[src/rtl/irrigacao_pkg.sv]
// irrigacao_pkg: state/grant encodings and default timing parameters for the irrigation sequencer
package irrigacao_pkg;
  typedef enum logic [2:0] {IDLE = 3'd0, PRIME = 3'd1, RUN = 3'd2, COOL = 3'd3, FAULT = 3'd4} state_t;
  typedef enum logic {ASP = 1'b0, GOT = 1'b1} grant_t;
  localparam int PRIME_CYC_DEF = 2;
  localparam int MIN_ON_DEF = 8;
  localparam int MAX_ON_DEF = 1000;
  localparam int COOLDOWN_DEF = 4;
  localparam int CNT_W_DEF = 16;
endpackage

[src/rtl/controle_irrigacao_if.sv]
// controle_irrigacao_if: request/sensor inputs and valve/pump/status outputs; master drives requests, slave is the sequencer
interface controle_irrigacao_if;
  logic reqAspersao;
  logic reqGotejamento;
  logic alarme;
  logic nivelBaixo;
  logic valvulaAspersao;
  logic valvulaGotejamento;
  logic bomba;
  logic falha;
  logic timeoutPulse;
  logic [2:0] estado;
  modport master(
    output reqAspersao, reqGotejamento, alarme, nivelBaixo,
    input valvulaAspersao, valvulaGotejamento, bomba, falha, timeoutPulse, estado
  );
  modport slave(
    input reqAspersao, reqGotejamento, alarme, nivelBaixo,
    output valvulaAspersao, valvulaGotejamento, bomba, falha, timeoutPulse, estado
  );
endinterface

[src/rtl/arbitro_irrigacao.sv]
// arbitro_irrigacao: combinational 2-way round-robin (req_asp, req_got, last_grant -> grant, valid)
module arbitro_irrigacao
  import irrigacao_pkg::*;
(
  input  logic   req_asp,
  input  logic   req_got,
  input  grant_t last_grant,
  output grant_t grant,
  output logic   valid
);
  assign valid = req_asp | req_got;
  assign grant = (req_asp & req_got) ? grant_t'(~last_grant) : (req_asp ? ASP : GOT);
endmodule

[src/rtl/controle_irrigacao.sv]
// controle_irrigacao: pump/valve sequencer (clock, reset_n, bus slave: requests/alarm/level in, valves/pump/falha/timeoutPulse/estado out)
module controle_irrigacao
  import irrigacao_pkg::*;
#(
  parameter int PRIME_CYC = PRIME_CYC_DEF,
  parameter int MIN_ON    = MIN_ON_DEF,
  parameter int MAX_ON    = MAX_ON_DEF,
  parameter int COOLDOWN  = COOLDOWN_DEF,
  parameter int CNT_W     = CNT_W_DEF
) (
  input logic clock,
  input logic reset_n,
  controle_irrigacao_if.slave bus
);
  state_t state_q, state_d;
  grant_t grant_q, grant_d, last_q, last_d, arb_grant;
  logic [CNT_W-1:0] cnt_q, cnt_d;
  logic to_q, to_d, arb_valid, req_cur;
  arbitro_irrigacao u_arb (
    .req_asp   (bus.reqAspersao),
    .req_got   (bus.reqGotejamento),
    .last_grant(last_q),
    .grant     (arb_grant),
    .valid     (arb_valid)
  );
  assign req_cur = (grant_q == ASP) ? bus.reqAspersao : bus.reqGotejamento;
  always_ff @(posedge clock or negedge reset_n) begin
    if (!reset_n) begin
      state_q <= IDLE;
      grant_q <= ASP;
      last_q  <= GOT;
      cnt_q   <= '0;
      to_q    <= 1'b0;
    end else begin
      state_q <= state_d;
      grant_q <= grant_d;
      last_q  <= last_d;
      cnt_q   <= cnt_d;
      to_q    <= to_d;
    end
  end
  // Every entry into COOL from a grant records it for round-robin; entry from FAULT does not.
  always_comb begin
    state_d = state_q;
    grant_d = grant_q;
    last_d  = last_q;
    cnt_d   = cnt_q + CNT_W'(1);
    to_d    = 1'b0;
    unique case (state_q)
      IDLE: begin
        cnt_d = '0;
        if (bus.alarme) state_d = FAULT;
        else if (!bus.nivelBaixo && arb_valid) begin
          state_d = PRIME;
          grant_d = arb_grant;
        end
      end
      PRIME: begin
        if (bus.alarme) state_d = FAULT;
        else if (bus.nivelBaixo) begin
          state_d = COOL;
          last_d  = grant_q;
          cnt_d   = '0;
        end else if (cnt_q == CNT_W'(PRIME_CYC - 1)) begin
          state_d = RUN;
          cnt_d   = '0;
        end
      end
      RUN: begin
        if (bus.alarme) state_d = FAULT;
        else if (bus.nivelBaixo || cnt_q == CNT_W'(MAX_ON - 1) || (!req_cur && cnt_q >= CNT_W'(MIN_ON - 1))) begin
          state_d = COOL;
          last_d  = grant_q;
          cnt_d   = '0;
          to_d    = !bus.nivelBaixo && cnt_q == CNT_W'(MAX_ON - 1);
        end
      end
      COOL: begin
        if (bus.alarme) state_d = FAULT;
        else if (cnt_q == CNT_W'(COOLDOWN - 1)) state_d = IDLE;
      end
      FAULT: begin
        cnt_d = '0;
        if (!bus.alarme) state_d = COOL;
      end
      default: state_d = IDLE;
    endcase
  end
  assign bus.valvulaAspersao    = (state_q == PRIME || state_q == RUN) && grant_q == ASP;
  assign bus.valvulaGotejamento = (state_q == PRIME || state_q == RUN) && grant_q == GOT;
  assign bus.bomba              = state_q == RUN;
  assign bus.falha              = state_q == FAULT;
  assign bus.timeoutPulse       = to_q;
  assign bus.estado             = state_q;
endmodule

[src/flat_wrapper.sv]
// flat-port wrapper written by rule: the top's interface ports become plain ports
module controle_irrigacao_flat import irrigacao_pkg::*;
#(
  parameter int PRIME_CYC = PRIME_CYC_DEF,
  parameter int MIN_ON    = MIN_ON_DEF,
  parameter int MAX_ON    = MAX_ON_DEF,
  parameter int COOLDOWN  = COOLDOWN_DEF,
  parameter int CNT_W     = CNT_W_DEF
)
  (clock, reset_n, bus_reqAspersao, bus_reqGotejamento, bus_alarme, bus_nivelBaixo, bus_valvulaAspersao, bus_valvulaGotejamento, bus_bomba, bus_falha, bus_timeoutPulse, bus_estado);
  controle_irrigacao_if bus_i ();
  input logic clock;
  input logic reset_n;
  input wire logic [$bits(bus_i.reqAspersao)-1:0] bus_reqAspersao;
  input wire logic [$bits(bus_i.reqGotejamento)-1:0] bus_reqGotejamento;
  input wire logic [$bits(bus_i.alarme)-1:0] bus_alarme;
  input wire logic [$bits(bus_i.nivelBaixo)-1:0] bus_nivelBaixo;
  output wire logic [$bits(bus_i.valvulaAspersao)-1:0] bus_valvulaAspersao;
  output wire logic [$bits(bus_i.valvulaGotejamento)-1:0] bus_valvulaGotejamento;
  output wire logic [$bits(bus_i.bomba)-1:0] bus_bomba;
  output wire logic [$bits(bus_i.falha)-1:0] bus_falha;
  output wire logic [$bits(bus_i.timeoutPulse)-1:0] bus_timeoutPulse;
  output wire logic [$bits(bus_i.estado)-1:0] bus_estado;
  assign bus_i.reqAspersao = bus_reqAspersao;
  assign bus_i.reqGotejamento = bus_reqGotejamento;
  assign bus_i.alarme = bus_alarme;
  assign bus_i.nivelBaixo = bus_nivelBaixo;
  assign bus_valvulaAspersao = bus_i.valvulaAspersao;
  assign bus_valvulaGotejamento = bus_i.valvulaGotejamento;
  assign bus_bomba = bus_i.bomba;
  assign bus_falha = bus_i.falha;
  assign bus_timeoutPulse = bus_i.timeoutPulse;
  assign bus_estado = bus_i.estado;
  controle_irrigacao #(.PRIME_CYC(PRIME_CYC), .MIN_ON(MIN_ON), .MAX_ON(MAX_ON), .COOLDOWN(COOLDOWN), .CNT_W(CNT_W)) u_core (.clock(clock), .reset_n(reset_n), .bus(bus_i));
endmodule
[config.mk]
export PLATFORM = sky130hd
export DESIGN_NAME = controle_irrigacao_flat
export DESIGN_NICKNAME = d
export VERILOG_FILES = /design/src/rtl/irrigacao_pkg.sv /design/src/rtl/controle_irrigacao_if.sv /design/src/rtl/arbitro_irrigacao.sv /design/src/rtl/controle_irrigacao.sv /design/src/flat_wrapper.sv
export SDC_FILE = /design/constraint.sdc
export NUM_CORES = 1
export LEC_CHECK = 0
export ABC_AREA = 1
export BUFFER_PORTS_ARGS = -buffer_cell sky130_fd_sc_hd__buf_4
export CELL_PAD_IN_SITES_DETAIL_PLACEMENT = 1
export CELL_PAD_IN_SITES_GLOBAL_PLACEMENT = 2
export CORE_UTILIZATION = 29
export CTS_BUF_LIST = sky130_fd_sc_hd__clkbuf_4 sky130_fd_sc_hd__clkbuf_8 sky130_fd_sc_hd__clkbuf_16
export CTS_CLUSTER_SIZE = 30
export DETAILED_ROUTE_END_ITERATION = 12
export PLACE_DENSITY = 0.74
export SETUP_SLACK_MARGIN = 0.4
export SLEW_MARGIN = 5
export SYNTH_ARGS = -nofsm -noshare
export SYNTH_HDL_FRONTEND = slang
export SYNTH_SLANG_ARGS = --single-unit
[constraint.sdc]
create_clock -name clock -period 1.52 [get_ports clock]
set_input_delay 0.38 -clock clock [delete_from_list [all_inputs] [get_ports clock]]
set_output_delay 0.38 -clock clock [all_outputs]
set_load 0.03 [all_outputs]
==> flow_summary.ini, run 1 <==
[timing]
maxClockFrequency_ghz = 0.5858
setup-violations-final = 23
fin_crit_sh_pct = 112.3
finalCriticalPeriod_ps = 1707
timing.final.max_slew_violations = 0
rsz0062_at_grt = true
post-route-worst-setup-slack_ps = -187.2
skew_ps = 1.573
slew-limit-headroom_pct = 80.75
report.final.hold_viol_count = 0
timing_worst_slew_pin_value_ps = 288.8

[setup_path]
critical_path.n_buffers_inverters = 2
critical_path.top_delay_family = simple AND/OR/NAND/NOR gates
crit_path_frequent_cell = sky130_fd_sc_hd__nand2_2
crit_chain = ha_2 > nand2_2 > inv_2 > nand2_2 > nor2_4 > a21oi_4 > nand3_4 > nand2_2 > nor2_4 > clkbuf_16 > nor2_1
rr_startpoint = u_core.cnt_q[0]
worst-setup-path-type = reg2reg
start_kind = register
reg2reg_slack_ps = -190
endpoint_kind = register
r2r.worst_path.cells = 11
critPathSlowestCell = sky130_fd_sc_hd__dfrtp_1
worst_reg2reg_endpoint = u_core.cnt_q[8]
critical_path.startpoint = u_core.cnt_q[0]
worst-path-max-fanout = 5
worst_ep_arrival_time_ps = 1870
worst-endpoint-required_ps = 1680
timing.critical_path.slowest_cell_delay_ps = 390

[clock_network]
cts_root_buffer = sky130_fd_sc_hd__clkbuf_8
htree_levels = 1
tritoncts = done
clk_transition_reported_paths_ps = 80
cts_sink_count = 22
insertion_delay_ps = 270
cts.path.max_buffers = 2
number_of_buffers_added_by_the_clock_tree_synthesis_step = 3

[synth]
ys_warn_count = 0
synth_edf_count = 0
synth_async_sr_flop_share_pct = 100.0
ys.flop_type = sky130_fd_sc_hd__dfrtp_1
ys_ff_latch = 22
synth_most_common_cell = sky130_fd_sc_hd__nor2_1
syn-mean-instance-area_um2 = 7.257
synth-seq-area-share_pct = 41.10
synthTopCellsByCount = 45 x sky130_fd_sc_hd__nor2_1, 43 x sky130_fd_sc_hd__nand2_1, 21 x sky130_fd_sc_hd__dfrtp_1
ys_types = 23
yosysTopAreaCellShare_pct = 39.14
mappedNetlistArea_um2 = 1343
netlist.top_cell.by_area = sky130_fd_sc_hd__dfrtp_1
synth_cells = 185
synth_fp_nets = 193
yosys-top-cells-area = sky130_fd_sc_hd__dfrtp_1 39%, sky130_fd_sc_hd__nor2_1 13%, sky130_fd_sc_hd__nand2_1 12%

[route]
routed_wirelength_mm = 4.015
wire_per_inst_um = 13.38
initialDrtViolationCount = 24
final_antenna_net_count = 0
drt-vias-per-instance = 4.650
first_pass_drt_iterations = 2
drcViolationCount = 0
routed_vias = 1395

[die]
ios = 14
core-area_um2 = 4414
initial_utilization_pct = 30.41
placementRows = 24
die_area_um2 = 4906
die_extent_in_x_um = 70.04
overall_die_height_um = 70.04

[placement]
dp.final_hpwl_mm = 2.755
finalWeightedCongestion = 0.7731
place_area_um2 = 1765
place.port_buffers = 13
detailedPlace.worstSlack_ps = -270.9
placed_insts = 282

[min_path]
min-delay-path-class = in2reg
holdPathStages = 2
min-delay-start = bus_nivelBaixo
hold_end = u_core.bus.timeoutPulse

[power_and_ir_drop]
vdd_ir_drop_max_mv = 0.7745
p_leak_nw = 1.059
power.density_nw_per_um2 = 1370

[layout]
post_layout_nonfiller_instances = 300
layout.cell_area.non_filler_um2 = 2191
share_of_final_layout_standard_cells_stronger_than_drive_strength_1_pct = 49.60
insertedDiodeCount = 0
layout.nets = 257
area_growth_pct = 63.19

[grt]
grt_pass1_wl_mm = 6.734
global_route.overflow_total = 0
grt_pass1_vias = 1479
grt_max_degree = 23
antenna_found_initial = 0
global_route.usage.total_pct = 17.16

[status]
violations = setup timing
run_status = finished with violations

[flow_run]
cap_viol_max_count = 0
kinds of logic (layout without fill, tap and decap cells):
| logic type | count (synthesis) | after routing | synth area share, % |
|---|---|---|---|
| buffers and inverters | 23 | 86 | 7.549 |
| flip-flops | 22 | 22 | 41.10 |
| adder cells (fa/ha/maj) | 2 | 2 | 1.864 |
| AND/OR/NAND/NOR | 116 | 116 | 38.12 |
| AO/OA/AOI/OAI | 12 | 12 | 4.846 |
| XOR/XNOR | 10 | 10 | 6.523 |
worst max-delay path by stage:
stage                                     end  slack [ps]  cells after the start
final                         u_core.cnt_q[8]        -190                     11
after global routing          u_core.cnt_q[8]        -320                     11
after CTS                 bus_valvulaAspersao        -190                      4
after detailed placement     u_core.cnt_q[12]        -270                     10
after global placement       u_core.cnt_q[13]        -150                     10
after floorplan           bus_valvulaAspersao        -200                      4
cell type report:
type | instances | area (µm²)
clock buffer | 4 | 48.80
fill | 528 | 2223
inverter | 21 | 81.33
multi-input combinational | 140 | 893.4
sequential | 22 | 555.5
tap | 52 | 65.06
timing repair buffer | 61 | 546.8
state kept, by name, indices dropped and copies added (netlist names):
name	cells
u_core.bus.estado	3
u_core.cnt_q	16
u_core.grant_q	1
u_core.last_q	1
u_core.bus.timeoutPulse	1
layer usage:
| layer | routed length [µm] | vias to the layer above | GRT usage [%] |
|---|---|---|---|
| met5 | 0 | - | 0 |
| met4 | 42 | 0 | 4.444 |
| met3 | 61 | 5 | 3.608 |
| met2 | 2146 | 8 | 29.49 |
| met1 | 1765 | 683 | 21.79 |
| li1 | - | 699 | - |
through the flow:
step | hold WS [ps] | setup TNS (ps) | utilization (%) | power, W
6_report | 335.4 | -3527 | 49.63 | 0.003001
3_3_place_gp | 288.6 | -2212 | 39.99 | 0.001882
4_1_cts | 303.5 | -3068 | 46.63 | 0.002878
2_1_floorplan | 84.41 | -3008 | - | 0.001538
3_5_place_dp | 295.9 | -4024 | 39.99 | 0.001929
5_1_grt | 324.3 | -6331 | 49.63 | 0.003225
placed cells by master, fill, tap and decap left out, types with 2 or more instances in the layout:
cell type	count
sky130_fd_sc_hd__a21oi_1	4
sky130_fd_sc_hd__dfrtp_2	3
sky130_fd_sc_hd__ha_2	2
sky130_fd_sc_hd__nor2_4	12
sky130_fd_sc_hd__nand2_1	34
sky130_fd_sc_hd__xnor2_1	4
sky130_fd_sc_hd__nand2_2	9
sky130_fd_sc_hd__nor2_2	15
sky130_fd_sc_hd__nor2_1	22
sky130_fd_sc_hd__buf_6	15
sky130_fd_sc_hd__dfrtp_1	18
sky130_fd_sc_hd__inv_1	16
sky130_fd_sc_hd__nand3_4	2
sky130_fd_sc_hd__buf_4	43
sky130_fd_sc_hd__nand3_2	5
sky130_fd_sc_hd__clkbuf_8	3
sky130_fd_sc_hd__nand3_1	10
sky130_fd_sc_hd__xor2_1	5
sky130_fd_sc_hd__nand4_1	3
sky130_fd_sc_hd__inv_2	4
sky130_fd_sc_hd__nor3_2	2
sky130_fd_sc_hd__o21ai_0	4
power breakdown:
part,total [W],switching [W],internal [W]
Clock,0.000400,0.000195,0.000205
Combinational,0.00180,0.000946,0.000852
Sequential,0.000802,0.000112,0.000690
Total,0.00300,0.00125,0.00175
timing repair:
item,CTS,global route
pin swaps,12,10
hold buffers,1,0
buffers inserted,7,5
endpoints found under the hold margin,11,0
setup endpoints to repair,29,29
gates cloned,1,0
resized for setup,41,30
Power figures use the tool's default switching activity.
==> inputs of run 2 (changes only) <==
- PLACE_DENSITY: 0.74 -> not set
- PLACE_DENSITY_LB_ADDON: not set -> 0.05
==> run 2 against run 1 <==
Effect of this change: the flow still finishes with violations (setup timing); sequential share of layout area down 1.4 points; utilization up 2.7 points; first-iteration DRC count up 50%; via count down 1.1%; final cell count up 1.0%; clock skew up 4.9 ps; critical endpoint is now bus_valvulaAspersao; critical path depth down 5; critical path type is now reg2out; die area unchanged; combinational power up 7%.
==> flow_summary.ini, run 2 (synthesis results as in run 1) <==
[status]
run_status = finished with violations
violations = setup timing

[die]
overall_die_height_um = 70.04
ios = 14
die_extent_in_x_um = 70.04
die_area_um2 = 4906
core-area_um2 = 4414
placementRows = 24
initial_utilization_pct = 30.41

[clock_network]
tritoncts = done
number_of_buffers_added_by_the_clock_tree_synthesis_step = 3
cts_root_buffer = sky130_fd_sc_hd__clkbuf_8
cts.path.max_buffers = 2
htree_levels = 1
clk_transition_reported_paths_ps = 80
insertion_delay_ps = 270
cts_sink_count = 22

[flow_run]
cap_viol_max_count = 0

[min_path]
holdPathStages = 2
min-delay-start = bus_nivelBaixo
hold_end = u_core.bus.timeoutPulse
min-delay-path-class = in2reg

[placement]
place.port_buffers = 13
detailedPlace.worstSlack_ps = -237.3
finalWeightedCongestion = 0.7620
dp.final_hpwl_mm = 2.823

[grt]
grt_pass1_wl_mm = 6.941
global_route.overflow_total = 0
grt_pass1_vias = 1481
grt_max_degree = 23
global_route.usage.total_pct = 17.82
antenna_found_initial = 0

[power_and_ir_drop]
vdd_ir_drop_max_mv = 0.6593
p_leak_nw = 1.091
power.density_nw_per_um2 = 1424

[layout]
layout.nets = 260
share_of_final_layout_standard_cells_stronger_than_drive_strength_1_pct = 56.97
layout.filler_cells = 520
area_growth_pct = 72.04
seq_area_um2 = 554.3
insertedDiodeCount = 0
regMostFlops = u_core.cnt_q
mostFrequentLayoutCell = sky130_fd_sc_hd__buf_4
largest_reg_flops = 16
multiInputGateArea_um2 = 963.4
layout_common_cells = 44 x sky130_fd_sc_hd__buf_4, 30 x sky130_fd_sc_hd__nand2_1, 22 x sky130_fd_sc_hd__nor2_2, 19 x sky130_fd_sc_hd__dfrtp_1, 17 x sky130_fd_sc_hd__buf_6

[route]
drt-vias-per-instance = 4.551
routed_wirelength_mm = 4.109
drcViolationCount = 0
routed_vias = 1379
first_pass_drt_iterations = 4
wire_per_inst_um = 13.56
initialDrtViolationCount = 36
final_antenna_net_count = 0

[setup_path]
endpoint_kind = primary output
reg2reg_slack_ps = -170
rr_startpoint = u_core.cnt_q[10]
critical_path.top_delay_family = flip-flops
crit_path_frequent_cell = sky130_fd_sc_hd__nor2_4
start_kind = register
worst-endpoint-required_ps = 1140
timing.critical_path.slowest_cell_delay_ps = 440
worst_reg2reg_endpoint = u_core.cnt_q[11]
r2r.worst_path.cells = 11
worst_ep_arrival_time_ps = 1350
critical_path.n_buffers_inverters = 3
worst-setup-path-type = reg2out
critPathSlowestCell = sky130_fd_sc_hd__dfrtp_2
worst-path-max-fanout = 4
crit_chain = inv_2 > nor3_4 > buf_4 > nor2_4 > nor2_4 > buf_6

[timing]
whs_ps = 315.1
fin_crit_sh_pct = 113.6
timing.final.max_slew_violations = 0
rsz0062_at_grt = true
timing_worst_slew_pin_value_ps = 348.7
slew-limit-headroom_pct = 76.51
setup-violations-final = 21
post-route-worst-setup-slack_ps = -206.2
finalCriticalPeriod_ps = 1726
skew_ps = 6.477
report.final.hold_viol_count = 0
maxClockFrequency_ghz = 0.5793
[run 2: cell count changes in the layout (fill, tap and decap cells not counted), sizes merged]
cell | before | now
buf | 59 | 62
bufinv | 0 | 1
clkbuf | 5 | 4
[run 2: metal layers]
metal  routed length [µm]  part of all wire (%)  GRT usage (%)
met1                 2010                    49          24.80
met2                 2002                    49          29.17
met3                   44                   1.1          1.732
met4                   51                   1.2          5.333
met5                    0                     0              0
[run 2: worst max path at each step]
stage / startpoint / endpoint / depth (start not counted)
after floorplan: u_core.bus.estado[1] / bus_valvulaAspersao / 4
after global placement: u_core.cnt_q[0] / u_core.cnt_q[12] / 10
after detailed placement: u_core.cnt_q[0] / u_core.cnt_q[14] / 10
after CTS: u_core.bus.estado[0] / bus_valvulaGotejamento / 6
after global routing: u_core.cnt_q[10] / u_core.cnt_q[8] / 11
final: u_core.bus.estado[0] / bus_valvulaAspersao / 6
[run 2: cell type report]
cell class	instances	area share [%]
Multi-Input combinational cell	140	41.71
Timing Repair Buffer	64	24.97
Sequential cell	22	24.00
Inverter	21	3.413
Tap cell	52	2.817
Clock buffer	3	1.788
Clock inverter	1	1.300
[run 2: what timing repair did]
action	4_1_cts	5_1_grt
cloned	0	1
endpoints found under the setup margin	30	30
hold endpoints to repair	21	0
resized for setup	43	47
pin swaps	15	14
setup buffers	11	8
hold buffers	1	0
[run 2: power breakdown]
part	internal, W	total (W)	leakage (nW)	switching [W]
logic	0.000888	0.00192	0.765	0.00103
clock network	0.000353	0.000570	0.0357	0.000218
registers	0.000690	0.000798	0.291	0.000108
total	0.00193	0.00329	1.09	0.00136
[run 2: metrics by stage]
step	power, W	instances	util, %	cell area (µm²)	setup TNS, ps
5_1_grt	0.003509	303	52.32	2310	-6283
2_1_floorplan	0.001538	185	-	1370	-3008
3_3_place_gp	0.001886	278	39.31	1735	-2281
3_5_place_dp	0.001912	278	39.31	1735	-3612
6_report	0.003289	303	52.32	2310	-3226
4_1_cts	0.002864	294	46.60	2057	-1460
